[src/rtl/median_stream_pkg.sv]
// Shared definitions for the median streaming front end: default widths,
// frame length and the window-feeder state encoding.
package median_stream_pkg;

   localparam int DATA_W_DEF    = 32;
   localparam int FRAME_LEN_DEF = 8535;

   typedef enum logic [1:0] {
      FILL0  = 2'd0,
      FILL1  = 2'd1,
      STREAM = 2'd2
   } feed_state_e;

endpackage

[src/rtl/median_window_reg.sv]
// Three-word output holding register with valid/ready handshake.
// A load wins over a take in the same cycle, so the new window replaces the taken one.
module median_window_reg #(
   parameter int DATA_W = 32
) (
   input  logic              clk,
   input  logic              rst,
   input  logic              load,
   input  logic [DATA_W-1:0] load_word0,
   input  logic [DATA_W-1:0] load_word1,
   input  logic [DATA_W-1:0] load_word2,
   input  logic              out_ready,
   output logic              out_valid,
   output logic [DATA_W-1:0] out_word0,
   output logic [DATA_W-1:0] out_word1,
   output logic [DATA_W-1:0] out_word2
);

   logic              valid_q, valid_d;
   logic [DATA_W-1:0] word0_q, word0_d;
   logic [DATA_W-1:0] word1_q, word1_d;
   logic [DATA_W-1:0] word2_q, word2_d;

   always_comb begin
      valid_d = valid_q;
      word0_d = word0_q;
      word1_d = word1_q;
      word2_d = word2_q;
      if (load) begin
         valid_d = 1'b1;
         word0_d = load_word0;
         word1_d = load_word1;
         word2_d = load_word2;
      end else if (valid_q && out_ready) begin
         valid_d = 1'b0;
      end else begin
         valid_d = valid_q;
      end
   end

   always_ff @(posedge clk) begin
      if (rst) begin
         valid_q <= 1'b0;
         word0_q <= '0;
         word1_q <= '0;
         word2_q <= '0;
      end else begin
         valid_q <= valid_d;
         word0_q <= word0_d;
         word1_q <= word1_d;
         word2_q <= word2_d;
      end
   end

   assign out_valid = valid_q;
   assign out_word0 = word0_q;
   assign out_word1 = word1_q;
   assign out_word2 = word2_q;

endmodule

[src/rtl/median_window_feeder.sv]
// Forms sliding three-sample windows from one sample stream; windows never
// straddle a frame of FRAME_LEN samples.
module median_window_feeder
   import median_stream_pkg::*;
#(
   parameter int DATA_W    = DATA_W_DEF,
   parameter int FRAME_LEN = FRAME_LEN_DEF
) (
   input  logic              clk,
   input  logic              rst,
   input  logic              in_valid,
   output logic              in_ready,
   input  logic [DATA_W-1:0] in_data,
   output logic              out_valid,
   input  logic              out_ready,
   output logic [DATA_W-1:0] out_word0,
   output logic [DATA_W-1:0] out_word1,
   output logic [DATA_W-1:0] out_word2,
   output logic              frame_done,
   output logic [31:0]       window_count
);

   localparam int              CNT_W    = $clog2(FRAME_LEN + 1);
   localparam logic [CNT_W-1:0] LAST_CNT = CNT_W'(FRAME_LEN - 1);

   feed_state_e       state_q, state_d;
   logic [CNT_W-1:0]  sample_cnt_q, sample_cnt_d;
   logic [DATA_W-1:0] tap0_q, tap0_d;
   logic [DATA_W-1:0] tap1_q, tap1_d;
   logic              frame_done_q, frame_done_d;
   logic [31:0]       window_count_q, window_count_d;
   logic              accept;
   logic              load;

   // In FILL states no window is produced, so a held output never blocks input.
   assign in_ready = (state_q != STREAM) || !out_valid || out_ready;
   assign accept   = in_valid && in_ready;

   always_comb begin
      state_d        = state_q;
      sample_cnt_d   = sample_cnt_q;
      tap0_d         = tap0_q;
      tap1_d         = tap1_q;
      frame_done_d   = 1'b0;
      window_count_d = window_count_q;
      load           = 1'b0;
      if (accept) begin
         case (state_q)
            FILL0: begin
               tap1_d  = in_data;
               state_d = FILL1;
            end
            FILL1: begin
               tap0_d  = in_data;
               state_d = STREAM;
            end
            STREAM: begin
               load           = 1'b1;
               tap1_d         = tap0_q;
               tap0_d         = in_data;
               window_count_d = window_count_q + 32'd1;
            end
            default: begin
               state_d = FILL0;
            end
         endcase
         if (sample_cnt_q == LAST_CNT) begin
            sample_cnt_d = '0;
            state_d      = FILL0;
            frame_done_d = 1'b1;
         end else begin
            sample_cnt_d = sample_cnt_q + CNT_W'(1);
         end
      end else begin
         load = 1'b0;
      end
   end

   always_ff @(posedge clk) begin
      if (rst) begin
         state_q        <= FILL0;
         sample_cnt_q   <= '0;
         tap0_q         <= '0;
         tap1_q         <= '0;
         frame_done_q   <= 1'b0;
         window_count_q <= 32'd0;
      end else begin
         state_q        <= state_d;
         sample_cnt_q   <= sample_cnt_d;
         tap0_q         <= tap0_d;
         tap1_q         <= tap1_d;
         frame_done_q   <= frame_done_d;
         window_count_q <= window_count_d;
      end
   end

   median_window_reg #(
      .DATA_W (DATA_W)
   ) u_window_reg (
      .clk        (clk),
      .rst        (rst),
      .load       (load),
      .load_word0 (tap1_q),
      .load_word1 (tap0_q),
      .load_word2 (in_data),
      .out_ready  (out_ready),
      .out_valid  (out_valid),
      .out_word0  (out_word0),
      .out_word1  (out_word1),
      .out_word2  (out_word2)
   );

   assign frame_done   = frame_done_q;
   assign window_count = window_count_q;

endmodule

[config.mk]
export PLATFORM = sky130hd
export DESIGN_NAME = median_window_feeder
export DESIGN_NICKNAME = d
export VERILOG_FILES = /design/src/rtl/median_stream_pkg.sv /design/src/rtl/median_window_reg.sv /design/src/rtl/median_window_feeder.sv
export SDC_FILE = /design/constraint.sdc
export NUM_CORES = 1
export LEC_CHECK = 0
export BUFFER_PORTS_ARGS = -buffer_cell sky130_fd_sc_hd__buf_2
export CAP_MARGIN = 20
export CORE_UTILIZATION = 41
export CTS_CLUSTER_SIZE = 24
export DETAILED_ROUTE_END_ITERATION = 10
export GPL_TIMING_DRIVEN = 0
export MAX_ROUTING_LAYER = met4
export PLACE_DENSITY = 0.71
export SYNTH_ARGS = -nofsm -noshare
export SYNTH_HDL_FRONTEND = slang
export SYNTH_SLANG_ARGS = --single-unit
[constraint.sdc]
create_clock -name clk -period 3.65 [get_ports clk]
set_input_delay 0.1825 -clock clk [delete_from_list [all_inputs] [get_ports clk]]
set_output_delay 0.1825 -clock clk [all_outputs]
set_load 0.05 [all_outputs]
### Word-level counts from Yosys, hierarchy flattened

Cells that the tools add are included.

| word-level totals | value |
|---|---|
| bits in registers | 210 |
| input port bits | 36 |
| output and inout port bits | 131 |
| word-level logic and storage cells | 41 |

| cells by class | value |
|---|---|
| add/sub/neg operators | 2 |
| equality and inequality tests | 5 |
| muxes and demuxes | 9 |
| bitwise gates (word level) | 1 |
| reductions and logical operators | 14 |

Operators by type and width:

| operator | number |
|---|---|
| 32-bit case mux with 2 select lines | 1 |
| 32-bit by 1-bit adder with 32-bit output (second input constant) | 1 |
| 14-bit by 1-bit adder with 14-bit output (second input constant) | 1 |
| 14-bit equality test (second input constant) | 1 |
| 14-bit 2-to-1 mux | 1 |
| 2-bit AND reduction | 4 |
| 2-bit case mux with 3 select lines | 1 |
| 1-bit 2-to-1 mux | 5 |
| 2-bit inequality test (second input constant) | 2 |
| 2-bit nonzero test | 2 |
| 2-bit OR reduction | 2 |
| 2-bit by 1-bit equality test with 1-bit output (second input constant) | 1 |
| 2-bit equality test (second input constant) | 1 |
| 1-bit logical AND | 2 |
| 2-bit zero test | 1 |
| 1-bit logical OR | 2 |
| 2-bit 2-to-1 mux | 1 |
| 1-bit zero test | 1 |
| 1-bit NOT | 1 |

### Depth between registers and ports, before layout

| depth | value |
|---|---|
| word-level depth | 6 |
| depth in mapped cells | 9 |
| gate-level depth less buffers | 7 |

### Hierarchy

From an unflattened synthesis, not the netlist that was laid out.

| second synthesis, totals | value |
|---|---|
| cell total of the unflattened synthesis | 896 |
| area, all modules | 8468.1 sq um |

Modules (own cells, without submodules):

| module | times used | cells an instance | area each (sq um) |
|---|---|---|---|
| median_window_feeder | 1 | 582 | 5029.8 |
| median_window_reg | 1 | 314 | 3438.3 |

### Least setup slack after synthesis

OpenSTA, ideal clock, no wires.

| timing | value |
|---|---|
| path kind | reg2reg |
| start | register window_count_q[11], in the netlist window_count[11] |
| end | register window_count_q[31], in the netlist window_count[31] |
| library setup time | 121 ps |
| arrival time | 1963 ps |
| data required time | 3529 ps |
| setup slack | 1566 ps |
| cell stages (with the launch flop) | 7 |
| period minus slack after synthesis | 2084 ps |
| cell sequence | dfxtp_1 -> and4_1 -> buf_2 -> nand3_1 -> buf_2 -> nor4_1 -> mux2_2 |

| between the ends | value |
|---|---|
| longest elaborated chain between the ends | 1 |

Ends and longest elaborated chain:

| element | RTL line | RTL |
|---|---|---|
| from (decl) | median_window_feeder.sv:31 | `logic [31:0] window_count_q, window_count_d;` |
| from (signal assigned) | median_window_feeder.sv:93 | `window_count_q <= window_count_d;` |
| 32-bit by 1-bit adder with 32-bit output | median_window_feeder.sv:61 | `window_count_d = window_count_q + 32'd1;` |

Every way passes these cells.
A chain may end at the register's enable or synchronous reset.

### Final worst setup path

| timing | value |
|---|---|
| start | register state_q[0] |
| end | register window_count_q[1], in the netlist window_count[1] |

| between the ends | value |
|---|---|
| longest elaborated chain between the ends | 5 |

Ends and longest elaborated chain:

| element | RTL line | RTL |
|---|---|---|
| from (decl) | median_window_feeder.sv:26 | `feed_state_e state_q, state_d;` |
| from (signal assigned) | median_window_feeder.sv:88 | `state_q <= state_d;` |
| 2-bit inequality test | median_window_feeder.sv:36 | `assign in_ready = (state_q != STREAM) \|\| !out_valid \|\| out_ready;` |
| 1-bit logical OR (2 in series) | median_window_feeder.sv:36 |  |
| 1-bit logical AND | median_window_feeder.sv:37 | `assign accept = in_valid && in_ready;` |
| 2-bit AND reduction (no source line) (*) | -- |  |

Mark *: on every way between the ends. The rest lies on a longest branch, timed or not.

==> flow_summary_export.csv <==
group,metric,value,unit
status,status,"complete, no violations",
timing,fmax,378,MHz
clock_tree,cts.sinks,210,
logic_synthesis,yosysTopAreaCellShare,0.508,
die,dieHeight,144,um
logic_synthesis,syn-num-nets,1041,
hold_path,worstHoldPathCells,3,
worst_setup_path,crit_required,4.08,ns
logic_synthesis,async_reset_ff_frac,0,
clock_tree,insertion_delay,0.52,ns
logic_synthesis,yosysSeqAreaShare,0.508,
grt,antenna_found_initial,0,
timing,slew_violations,0,
logic_synthesis,synth_area_per_cell,8.29,sq um
route,drt_iter0_markers,483,
pwr,switchingPower,0.00125,W
placement,place_area,0.00944,sq mm
pwr,power.density,486,mW/mm^2
pwr,clock_power_share,0.450,
cells_and_area,nets,1264,
die,ios,167,
placement,portBuffers,165,
route,drt_wl_total,23700,um
pwr,p_comb_frac,0.078,
hold_path,worstHoldStart,"in_valid",
logic_synthesis,synthFlopType,"dfxtp_1",
logic_synthesis,netlist_area,0.00828,sq mm
hold_path,hp-class,"in2reg",
worst_setup_path,crit_top_cell,"nand2_1",
grt,grt_overflow_total,0,
route,drc,0,
clock_tree,cts-htree-levels,1,
pwr,leakagePower,4.06,nW
clock_tree,cts_tree,"built",
worst_setup_path,reg2reg_setup_slack,1.00,ns
die,core_area,0.0197,sq mm
worst_setup_path,worstSetupPathType,"reg2reg",
die,num_rows,51,
logic_synthesis,yosysWarningCount,0,
cells_and_area,area_growth,27.1,%
worst_setup_path,rr_startpoint,"state_q[0]$_SDFFE_PP0P_",
logic_synthesis,synth_edf_count,0,
grt,grt_max_degree,13,
worst_setup_path,cpPeakStageDelay,0.54,ns
worst_setup_path,reg2reg_depth,9,
flow_run,timing.max_cap.violations,0,
route,avgRoutedWirePerCell,15.8,um
grt,grtUsageTotal,0.234,
clock_tree,cts_buffers,24,
logic_synthesis,yosys-top-cells-area,"dfxtp_1 51%, nand2_1 13%, a21oi_1 8.9%",
pwr,power.share.sequential,0.472,
logic_synthesis,synth.distinct_cells,40,
clock_tree,path_clk_slew,0.06,ns
cells_and_area,diodes,0,
timing,grt_setup_unrepaired,"no",
clock_tree,cts_resized,0,
timing,fin_skew,0.0210,ns
grt,grt_pass1_vias,7102,
clock_tree,cts-root-buf,"clkbuf_16",
pwr,p_int,0.00387,W
cells_and_area,design_area,0.0105,sq mm
die,die_w,144,um
worst_setup_path,path_cells,"inv_1 > ha_1 > and2_1 > buf_4 > nand2_1 > buf_2 > buf_1 > nand2_1 > a21oi_1",
grt,grt_pass1_wl,36900,um
logic_synthesis,yosysTopAreaCell,"dfxtp_1",
logic_synthesis,synth-seq-cells,210,
die,start_util,0.421,
timing,worst_slew_pin_slew,0.836,ns
route,viasPerCell,5.17,
worst_setup_path,start_kind,"flop",
route,via_count,7776,
hold_path,worstHoldEndpoint,"u_window_reg.out_valid$_SDFFE_PP0P_",
clock_tree,post-cts-setup-buffer-count,0,
worst_setup_path,slowest_stage,"buf_1",
clock_tree,cts_hold_buf,32,
cells_and_area,drive_gt1_frac,0.191,
worst_setup_path,worstSetupEndpointType,"flop",
worst_setup_path,crit_path_max_fanout,10,
worst_setup_path,worstPathArrival,3.08,ns
worst_setup_path,r2r_end,"window_count[1]$_SDFFE_PP0P_",
route,drtPass1Iterations,5,
timing,tns,0,ns
pwr,vdd_drop_max,0.295,mV
timing,slew_headroom,0.443,
timing,setup_viol,0,
timing,hold_viol,0,
logic_synthesis,synthCells,998,
die,dieArea,0.0208,sq mm
timing,period_minus_slack,2.65,ns
placement,hpwl,16700,um
pwr,power,0.00511,W
pwr,switching_share,0.244,
timing,fin_crit_sh,0.725,
clock_tree,cts.path.max_buffers,3,
placement,place_congestion,0.816,
route,ant_nets,0,
==> cell usage after synthesis (all sizes together), types with 4 or more instances <==
| library cell | instances |
|---|---|
| or3 | 5 |
| o21ai | 6 |
| nand3 | 19 |
| nand4b | 4 |
| clkbuf | 42 |
| a21oi | 148 |
| nor4 | 12 |
| nand4 | 10 |
| a211oi | 32 |
| ha | 7 |
| o31ai | 11 |
| nor2b | 13 |
| xnor2 | 8 |
| nor3 | 5 |
| inv | 9 |
| mux2i | 32 |
| and4 | 7 |
| nand2 | 276 |
| or4 | 11 |
| xor2 | 7 |
| mux2 | 12 |
| and3 | 6 |
| nor2 | 60 |
| dfxtp | 210 |
| buf | 33 |
==> critical path, delay by kind of cell, from the launching register on <==
kind / cells / cell delay [ns]
fa+ha+maj: 1 / 0.23
buf+inv: 4 / 1.14
simple gates: 3 / 0.64
compound gates: 1 / 0.16
flops: 1 / 0.38
==> cell type report <==
cell class	count	area, sq um
buffer	75	319
fill	1882	9140
clock buffer	34	678
multi-input combinational	704	3720
clock inverter	9	85.1
inverter	9	33.8
tap	265	332
sequential	210	4200
timing repair buffer	197	1150
==> cells in the final DEF (no fill, tap or decap), types with 2 or more instances in the layout <==
cell           synthesis  layout
clkbuf_1              42      48
dlygate4sd3_1          0      32
a31oi_1                2       2
nor4_1                12      12
nand4_1               10      10
ha_1                   7       7
clkbuf_8               0       4
o31ai_1               11      11
mux2i_1               32      32
buf_2                 18     183
nand2b_1               2       2
o21ai_0                6       6
nand4b_1               4       4
nor3_1                 5       5
inv_1                  9       9
a21oi_1              148     148
a211oi_1              32      32
xor2_1                 7       7
dfxtp_1              210     210
xnor2_1                8       8
nand2_1              276     276
mux2_2                11      11
clkinv_2               0       6
nor2b_1               13      13
nand3_1               19      19
nor4bb_1               2       2
nor2_1                59      59
and4_1                 7       7
or4_1                 11      11
buf_4                  2       2
or3_1                  5       5
and3_1                 6       6
clkbuf_16              0      24
buf_1                 12      12
==> cells by family (layout without fill, tap and decap cells) <==
| family | count (synthesis) | in the layout | share of synthesized area |
|---|---|---|---|
| XOR/XNOR | 15 | 15 | 0.0159 |
| multiplexers | 44 | 44 | 0.0550 |
| buffers and inverters | 84 | 324 | 0.0426 |
| flip-flops | 210 | 210 | 0.508 |
| adder cells (fa/ha/maj) | 7 | 7 | 0.0106 |
| AO/OA/AOI/OAI | 202 | 202 | 0.137 |
| AND/OR/NAND/NOR | 436 | 436 | 0.231 |
==> power by group through the flow <==
stage          Sequential [W]  Combinational [W]  Clock, W
2_1_floorplan         0.00249           0.000212         0
3_3_place_gp          0.00246           0.000364         0
3_5_place_dp          0.00246           0.000370         0
4_1_cts               0.00241           0.000398   0.00234
5_1_grt               0.00242           0.000439   0.00245
6_report              0.00241           0.000400   0.00230
==> stage by stage <==
stage          hold slack, ns  setup slack (ns)  utilization  instances
2_1_floorplan           0.318              1.57            -        998
3_3_place_gp            0.439              1.05        0.480       1428
3_5_place_dp            0.444              1.04        0.480       1428
4_1_cts                 0.109             0.999        0.535       1503
5_1_grt                 0.130             0.843        0.535       1503
6_report                0.121              1.00        0.535       1503
==> flip-flops by register name, summed over array words and instances (netlist names) <==
register	cells
frame_done	1
window_count	32
u_window_reg.out_word0	32
u_window_reg.out_word2	32
u_window_reg.out_word1	32
tap0_q	32
sample_cnt_q	14
tap1_q	32
u_window_reg.out_valid	1
state_q	2
==> how the worst max path moves through the flow <==
stage                                        startpoint  slack (ns)                                       to  cells after the start
after floorplan           window_count[11]$_SDFFE_PP0P_        1.57            window_count[31]$_SDFFE_PP0P_                      6
after global placement          state_q[0]$_SDFFE_PP0P_        1.05  u_window_reg.out_word2[22]$_SDFFE_PP0P_                      9
after detailed placement        state_q[0]$_SDFFE_PP0P_        1.04  u_window_reg.out_word2[28]$_SDFFE_PP0P_                      9
after CTS                       state_q[0]$_SDFFE_PP0P_         1.0  u_window_reg.out_word2[28]$_SDFFE_PP0P_                      9
after global routing            state_q[0]$_SDFFE_PP0P_        0.84  u_window_reg.out_word2[24]$_SDFFE_PP0P_                      9
final                           state_q[0]$_SDFFE_PP0P_        1.00             window_count[1]$_SDFFE_PP0P_                      9
==> metal layers <==
layer  routed length, um  track usage  part of all wire  vias to the layer above
met4                 568       0.0733             0.024                        0
met5                   0            -                 0                        -
li1                    -            -                 -                     3838
met1               10500        0.300              0.44                     3661
met3                1440       0.0308             0.061                       43
met2               11200        0.382              0.47                      234
(Power assumes the default switching activity.)
